===== src/rtl/mem_read_scheduler.sv =====
// Read-port arbiter for instr0 fetch and mfu0 operand reads, with an in-order tag FIFO
// that routes returning data. Optional anti-starvation guard: CRAY_RDSCHED_STARVE_GUARD_EN.
module mem_read_scheduler #(
    parameter int unsigned ADDR_W       = 22,
    parameter int unsigned DATA_W       = 64,
    parameter int unsigned TAG_DEPTH    = 4,
    parameter int unsigned STARVE_LIMIT = 8
) (
    input  logic              clk,
    input  logic              rst,

    input  logic [ADDR_W-1:0] i_instr0_addr,
    input  logic              i_instr0_req,
    output logic              o_instr0_addr_ack,
    output logic              o_instr0_ack,
    output logic [DATA_W-1:0] o_read_instr0_data,

    input  logic [ADDR_W-1:0] i_mfu0_rd_addr,
    input  logic              i_mfu0_rd_req,
    output logic              o_mfu0_rd_addr_ack,
    output logic              o_mfu0_rd_ack,
    output logic [DATA_W-1:0] o_read_mfu0_data,

    output logic [ADDR_W-1:0] o_mem_rd_addr,
    output logic              o_mem_rd_req,
    input  logic              i_mem_rd_addr_ack,
    input  logic              i_mem_rd_ack,
    input  logic [DATA_W-1:0] i_mem_data,

    output logic              o_err
);

    localparam int unsigned PtrW = (TAG_DEPTH > 1) ? $clog2(TAG_DEPTH) : 1;
    localparam int unsigned CntW = PtrW + 1;

    typedef enum logic [1:0] {StIdle, StGntI, StGntM} state_e;

    state_e              state_q;
    logic [TAG_DEPTH-1:0] tag_q;
    logic [PtrW-1:0]     wr_ptr_q;
    logic [PtrW-1:0]     rd_ptr_q;
    logic [CntW-1:0]     count_q;

    logic fifo_full;
    logic fifo_empty;
    logic addr_accept;
    logic push;
    logic pop;
    logic head_tag;
    logic starve_hit;
    logic grant_i;
    logic grant_m;

    assign fifo_full  = (count_q == CntW'(TAG_DEPTH));
    assign fifo_empty = (count_q == '0);

    // The request to memory follows the winner's live request so an abort drops it at once.
    assign o_mem_rd_req = ((state_q == StGntI) && i_instr0_req) ||
                          ((state_q == StGntM) && i_mfu0_rd_req);

    assign addr_accept        = o_mem_rd_req && i_mem_rd_addr_ack;
    assign o_instr0_addr_ack  = addr_accept && (state_q == StGntI);
    assign o_mfu0_rd_addr_ack = addr_accept && (state_q == StGntM);

    assign push     = addr_accept;
    assign pop      = i_mem_rd_ack && !fifo_empty;
    assign head_tag = tag_q[rd_ptr_q];

    assign grant_m = (state_q == StIdle) && !fifo_full && i_mfu0_rd_req &&
                     !(starve_hit && i_instr0_req);
    assign grant_i = (state_q == StIdle) && !fifo_full && i_instr0_req && !grant_m;

`ifdef CRAY_RDSCHED_STARVE_GUARD_EN
    localparam int unsigned StarveW = $clog2(STARVE_LIMIT + 1);

    logic [StarveW-1:0] starve_q;

    assign starve_hit = (starve_q >= StarveW'(STARVE_LIMIT));

    always_ff @(posedge clk or negedge rst) begin
        if (!rst) begin
            starve_q <= '0;
        end else if (!i_instr0_req || grant_i) begin
            starve_q <= '0;
        end else if (o_mfu0_rd_addr_ack && !starve_hit) begin
            starve_q <= starve_q + 1'b1;
        end
    end
`else
    logic unused_starve_limit;

    assign starve_hit          = 1'b0;
    assign unused_starve_limit = ^STARVE_LIMIT;
`endif

    // Grant FSM; the address register is loaded on entry and cleared on exit.
    always_ff @(posedge clk or negedge rst) begin
        if (!rst) begin
            state_q       <= StIdle;
            o_mem_rd_addr <= '0;
        end else begin
            unique case (state_q)
                StIdle: begin
                    if (grant_m) begin
                        state_q       <= StGntM;
                        o_mem_rd_addr <= i_mfu0_rd_addr;
                    end else if (grant_i) begin
                        state_q       <= StGntI;
                        o_mem_rd_addr <= i_instr0_addr;
                    end
                end
                StGntI: begin
                    if (!i_instr0_req || i_mem_rd_addr_ack) begin
                        state_q       <= StIdle;
                        o_mem_rd_addr <= '0;
                    end
                end
                StGntM: begin
                    if (!i_mfu0_rd_req || i_mem_rd_addr_ack) begin
                        state_q       <= StIdle;
                        o_mem_rd_addr <= '0;
                    end
                end
                default: begin
                    state_q       <= StIdle;
                    o_mem_rd_addr <= '0;
                end
            endcase
        end
    end

    // Tag FIFO: 0 marks an instr0 read, 1 an mfu0 read.
    always_ff @(posedge clk or negedge rst) begin
        if (!rst) begin
            tag_q    <= '0;
            wr_ptr_q <= '0;
            rd_ptr_q <= '0;
            count_q  <= '0;
        end else begin
            if (push) begin
                tag_q[wr_ptr_q] <= (state_q == StGntM);
                wr_ptr_q        <= wr_ptr_q + 1'b1;
            end
            if (pop) begin
                rd_ptr_q <= rd_ptr_q + 1'b1;
            end
            unique case ({push, pop})
                2'b10:   count_q <= count_q + 1'b1;
                2'b01:   count_q <= count_q - 1'b1;
                default: count_q <= count_q;
            endcase
        end
    end

    always_ff @(posedge clk or negedge rst) begin
        if (!rst) begin
            o_instr0_ack       <= 1'b0;
            o_mfu0_rd_ack      <= 1'b0;
            o_read_instr0_data <= '0;
            o_read_mfu0_data   <= '0;
            o_err              <= 1'b0;
        end else begin
            o_instr0_ack  <= pop && !head_tag;
            o_mfu0_rd_ack <= pop && head_tag;
            if (pop && !head_tag) begin
                o_read_instr0_data <= i_mem_data;
            end
            if (pop && head_tag) begin
                o_read_mfu0_data <= i_mem_data;
            end
            if (i_mem_rd_ack && fifo_empty) begin
                o_err <= 1'b1;
            end
        end
    end

    a_count_bound : assert property (@(posedge clk) disable iff (!rst)
        count_q <= CntW'(TAG_DEPTH));

    a_addr_ack_excl : assert property (@(posedge clk) disable iff (!rst)
        !(o_instr0_addr_ack && o_mfu0_rd_addr_ack));

endmodule


===== config.mk =====
export PLATFORM = sky130hd
export DESIGN_NAME = mem_read_scheduler
export DESIGN_NICKNAME = d
export VERILOG_FILES = /design/src/rtl/mem_read_scheduler.sv
export SDC_FILE = /design/constraint.sdc
export NUM_CORES = 1
export LEC_CHECK = 0
export ABC_AREA = 1
export CAP_MARGIN = 20
export CORE_MARGIN = 5
export CORE_UTILIZATION = 44
export CTS_CLUSTER_SIZE = 20
export DETAILED_ROUTE_END_ITERATION = 8
export GPL_TIMING_DRIVEN = 0
export PLACE_DENSITY = 0.8
export SLEW_MARGIN = 20
export SYNTH_ARGS = -nofsm -noshare
export SYNTH_HDL_FRONTEND = slang
export SYNTH_SLANG_ARGS = --single-unit

===== constraint.sdc =====
create_clock -name clk -period 2.42 [get_ports clk]
set_clock_uncertainty 0.15 [all_clocks]
set_input_delay 0.363 -clock clk [delete_from_list [all_inputs] [get_ports clk]]
set_output_delay 0.363 -clock clk [all_outputs]
set_load 0.02 [all_outputs]

==> summary.txt <==
Drt
  • Drt initial violations: ~230
  • Top Layer Used: met4
  • DR DRC count: 0
  • Wirelength per Cell: between 15 and 20 um
  • Met3 WL: around 1800 um
  • Pre-Repair DR Iteration Count: 5
  • Routed vias: 5947
  • WL final: just under 20000 um
  • Met2 routed WL: a little under 10000 um
  • Vias per cell: approximately 4.7
  • Met1 WL: approximately 7900 um
  • ANT nets after route: 0

Power and ir drop
  • Peak VDD IR: 0.000604 V
  • Final Power: 15.7 mW
  • Power per cell area: approximately 1500 mW/mm2
  • Lkg Pwr: approximately 5 nW

Worst setup path
  • Worst Reg2Reg Path Length in Cells: 10
  • Crit path required time: roughly 1.9 ns
  • RR Startpoint: state_q[0]$_DFFE_PN0P_
  • Worst Setup End Kind: primary output
  • Critical Path End: o_instr0_addr_ack
  • Reg2reg end: count_q[2]$_DFFE_PN0P_
  • Critical path class: flip-flop to primary output
  • Worst setup path startpoint: state_q[0]$_DFFE_PN0P_
  • Crit-path max FO: 7
  • Worst R2R Setup Slack: approximately 0.30 ns
  • WP data arrival: roughly 1.8 ns
  • CP Launch Type: flip-flop

Timing
  • Tmin final: 2.30 ns
  • Period utilization: 0.950
  • Final hold violation count: 0
  • Slew Limit Headroom: 0.643
  • Final worst-path setup slack: roughly 0.12 ns
  • Final count of pins violating max slew: 0
  • # setup viols final: 0
  • RSZ-0062 raised after global routing: no
  • Fmax: 435 MHz
  • Slew @ Worst Pin: between 0.5 and 0.6 ns

Logic synthesis
  • Synth Flop Type: dfrtp_1
  • Post-synth EDFFs: 0
  • Synth area leaders: dfrtp_1 59%, nand2_1 14%, o21ai_2 6.9%, inv_1 4.2%, o21ai_1 3.8%
  • Synth Register Bits: 166
  • Synth Instances: 733
  • Post-synth ARST share: 1.00
  • Post-synth top area share: 0.595
  • Ys Warns: 0
  • Syn nets: between 800 and 900
  • Synth cell types: 25
  • Post-Syn Area: around 0.0070 mm2
  • Sequential fraction of the synthesis area: 0.595
  • Yosys top cell by area: dfrtp_1
  • Post-Syn Area per Cell: 9.53 um2
  • Top post-synthesis cells by count: 254 x nand2_1, 166 x dfrtp_1, 78 x inv_1
  • Count leader, synth: nand2_1

Global routing
  • Global-route wire length before repair: about 31000 um
  • Number of global-route vias before repair: between 6000 and 7000
  • Initial antenna violation count: 0
  • Largest net degree at the start of global routing: between 100 and 150
  • Global route overflow: 0
  • Overall fraction of global-route tracks in use: 0.216

Layout
  • Nets: about 1100
  • Fin area: 0.0106 mm2
  • Final Core Density: 0.677
  • Syn-to-layout area delta: 52.2%
  • Layout cells sized above 1: 0.132
  • Diode count: 0

Die
  • Starting Density: 0.445
  • Core footprint: between 0.015 and 0.02 mm2
  • FP Rows: 46
  • Die Area: around 0.018 mm2
  • Die width: 136 um
  • Die Y: 136 um
  • # IOs: 270

Clock tree
  • Root Driver: clkbuf_16
  • Clock sink count: roughly 170
  • Clk Latency, worst-skew pair: ~0.41 ns
  • TritonCTS Buffers: 17
  • TritonCTS clock tree: done
  • Reg clk slew, reported paths: ~0.060 ns
  • Maximum clock insertion buffer count: 2
  • H-tree levels: 4

Placed design
  • GPL Wtd Cong: between 0.8 and 0.9
  • Input/output buffers: 269
  • Placed Area: between 0.009 and 0.01 mm2
  • Post-DP HPWL: 14700 um
  • Pre-CTS setup slack: -0.342 ns

Min path
  • Worst hold path type: primary input to async pin

Flow run
  • Max cap viols: 0

Status
  • Outcome: completed
## state kept, by name (all words and copies together) (netlist names)
| signal | count |
|---|---|
| o_instr0_ack | 1 |
| tag_q | 4 |
| o_mfu0_rd_ack | 1 |
| o_mem_rd_addr | 22 |
| o_err | 1 |
| count_q | 3 |
| o_read_instr0_data | 64 |
| state_q | 2 |
| rd_ptr_q | 2 |
| wr_ptr_q | 2 |
| o_read_mfu0_data | 64 |
## power by group
group	internal, mW	total [mW]	switching, mW	leakage (nW)
Sequential	4.09	4.81	0.714	2.07
Combinational	3.51	8.06	4.55	2.75
Clock	1.78	2.88	1.09	0.295
Total	9.39	15.7	6.35	5.11
## worst max-delay path, stage by stage (launching register included)
cell,delay [ns]
dfrtp_1,0.41
inv_2,0.09
nand2_2,0.11
o21ai_4,0.21
nand2_2,0.13
nor3_1,0.21
buf_2,0.22
## layer usage
layer	vias to the layer above	global-route usage
met5	-	0
met1	2810	0.261
li1	2899	-
met3	22	0.0792
met4	0	0.0649
met2	216	0.361
## area by class of cell
type                            instances  area, um2
Buffer                                 38        285
Clock buffer                           20        457
Clock inverter                         11        173
Fill cell                            1230       5080
Inverter                               82        308
Multi-Input combinational cell        447       2240
Sequential cell                       166       4150
Tap cell                              216        270
Timing Repair Buffer                  273       2740
## logic make-up after synthesis
group | Yosys count | share of synthesized area
AND/OR/NAND/NOR | 295 | 0.167
flip-flops | 166 | 0.595
XOR/XNOR | 5 | 0.00627
adder cells (fa/ha/maj) | 6 | 0.0118
AO/OA/AOI/OAI | 141 | 0.136
buffers and inverters | 120 | 0.0849
## through the flow
stage / instances / hold slack [ns] / TNS, ns
2_1_floorplan: 733 / -0.0826 / 0
3_3_place_gp: 1218 / 0.307 / -988.00
3_5_place_dp: 1219 / 0.199 / -0.856
4_1_cts: 1253 / 0.332 / 0
5_1_grt: 1253 / 0.346 / 0
6_report: 1253 / 0.308 / 0
## worst min path at each step
stage | cells past startpoint | endpoint | startpoint
floorplan | 0 | count_q[0]$_DFFE_PN0P_ | rst
global placement | 1 | o_err$_DFFE_PN0P_ | o_err$_DFFE_PN0P_
detailed placement | 1 | o_mem_rd_addr[20]$_DFFE_PN0P_ | rst
CTS | 1 | o_err$_DFFE_PN0P_ | o_err$_DFFE_PN0P_
global route | 2 | o_mem_rd_addr[20]$_DFFE_PN0P_ | rst
finish | 2 | o_mem_rd_addr[20]$_DFFE_PN0P_ | rst
## layout by cell type, fill, tap and decap left out, types with 5 or more instances in the layout
| cell | netlist | layout |
|---|---|---|
| clkdlybuf4s50_1 | 0 | 265 |
| clkbuf_1 | 4 | 5 |
| inv_1 | 78 | 78 |
| buf_6 | 16 | 16 |
| clkbuf_16 | 0 | 17 |
| buf_2 | 18 | 19 |
| o21ai_2 | 55 | 55 |
| nand2_1 | 254 | 253 |
| o21ai_1 | 53 | 53 |
| ha_1 | 5 | 5 |
| nand3_1 | 31 | 31 |
| nand2_2 | 4 | 5 |
| o21ai_0 | 27 | 27 |
| dfrtp_1 | 166 | 166 |
## repair_timing
action / in CTS / in global routing
hold buffers: 1 / 0
resized for setup: 7 / 3
endpoints found under the hold margin: 66 / 0
setup endpoints to repair: 3 / 2
pin swaps: 1 / 0
buffers inserted: 2 / 0
Power figures use the tool's default switching activity.
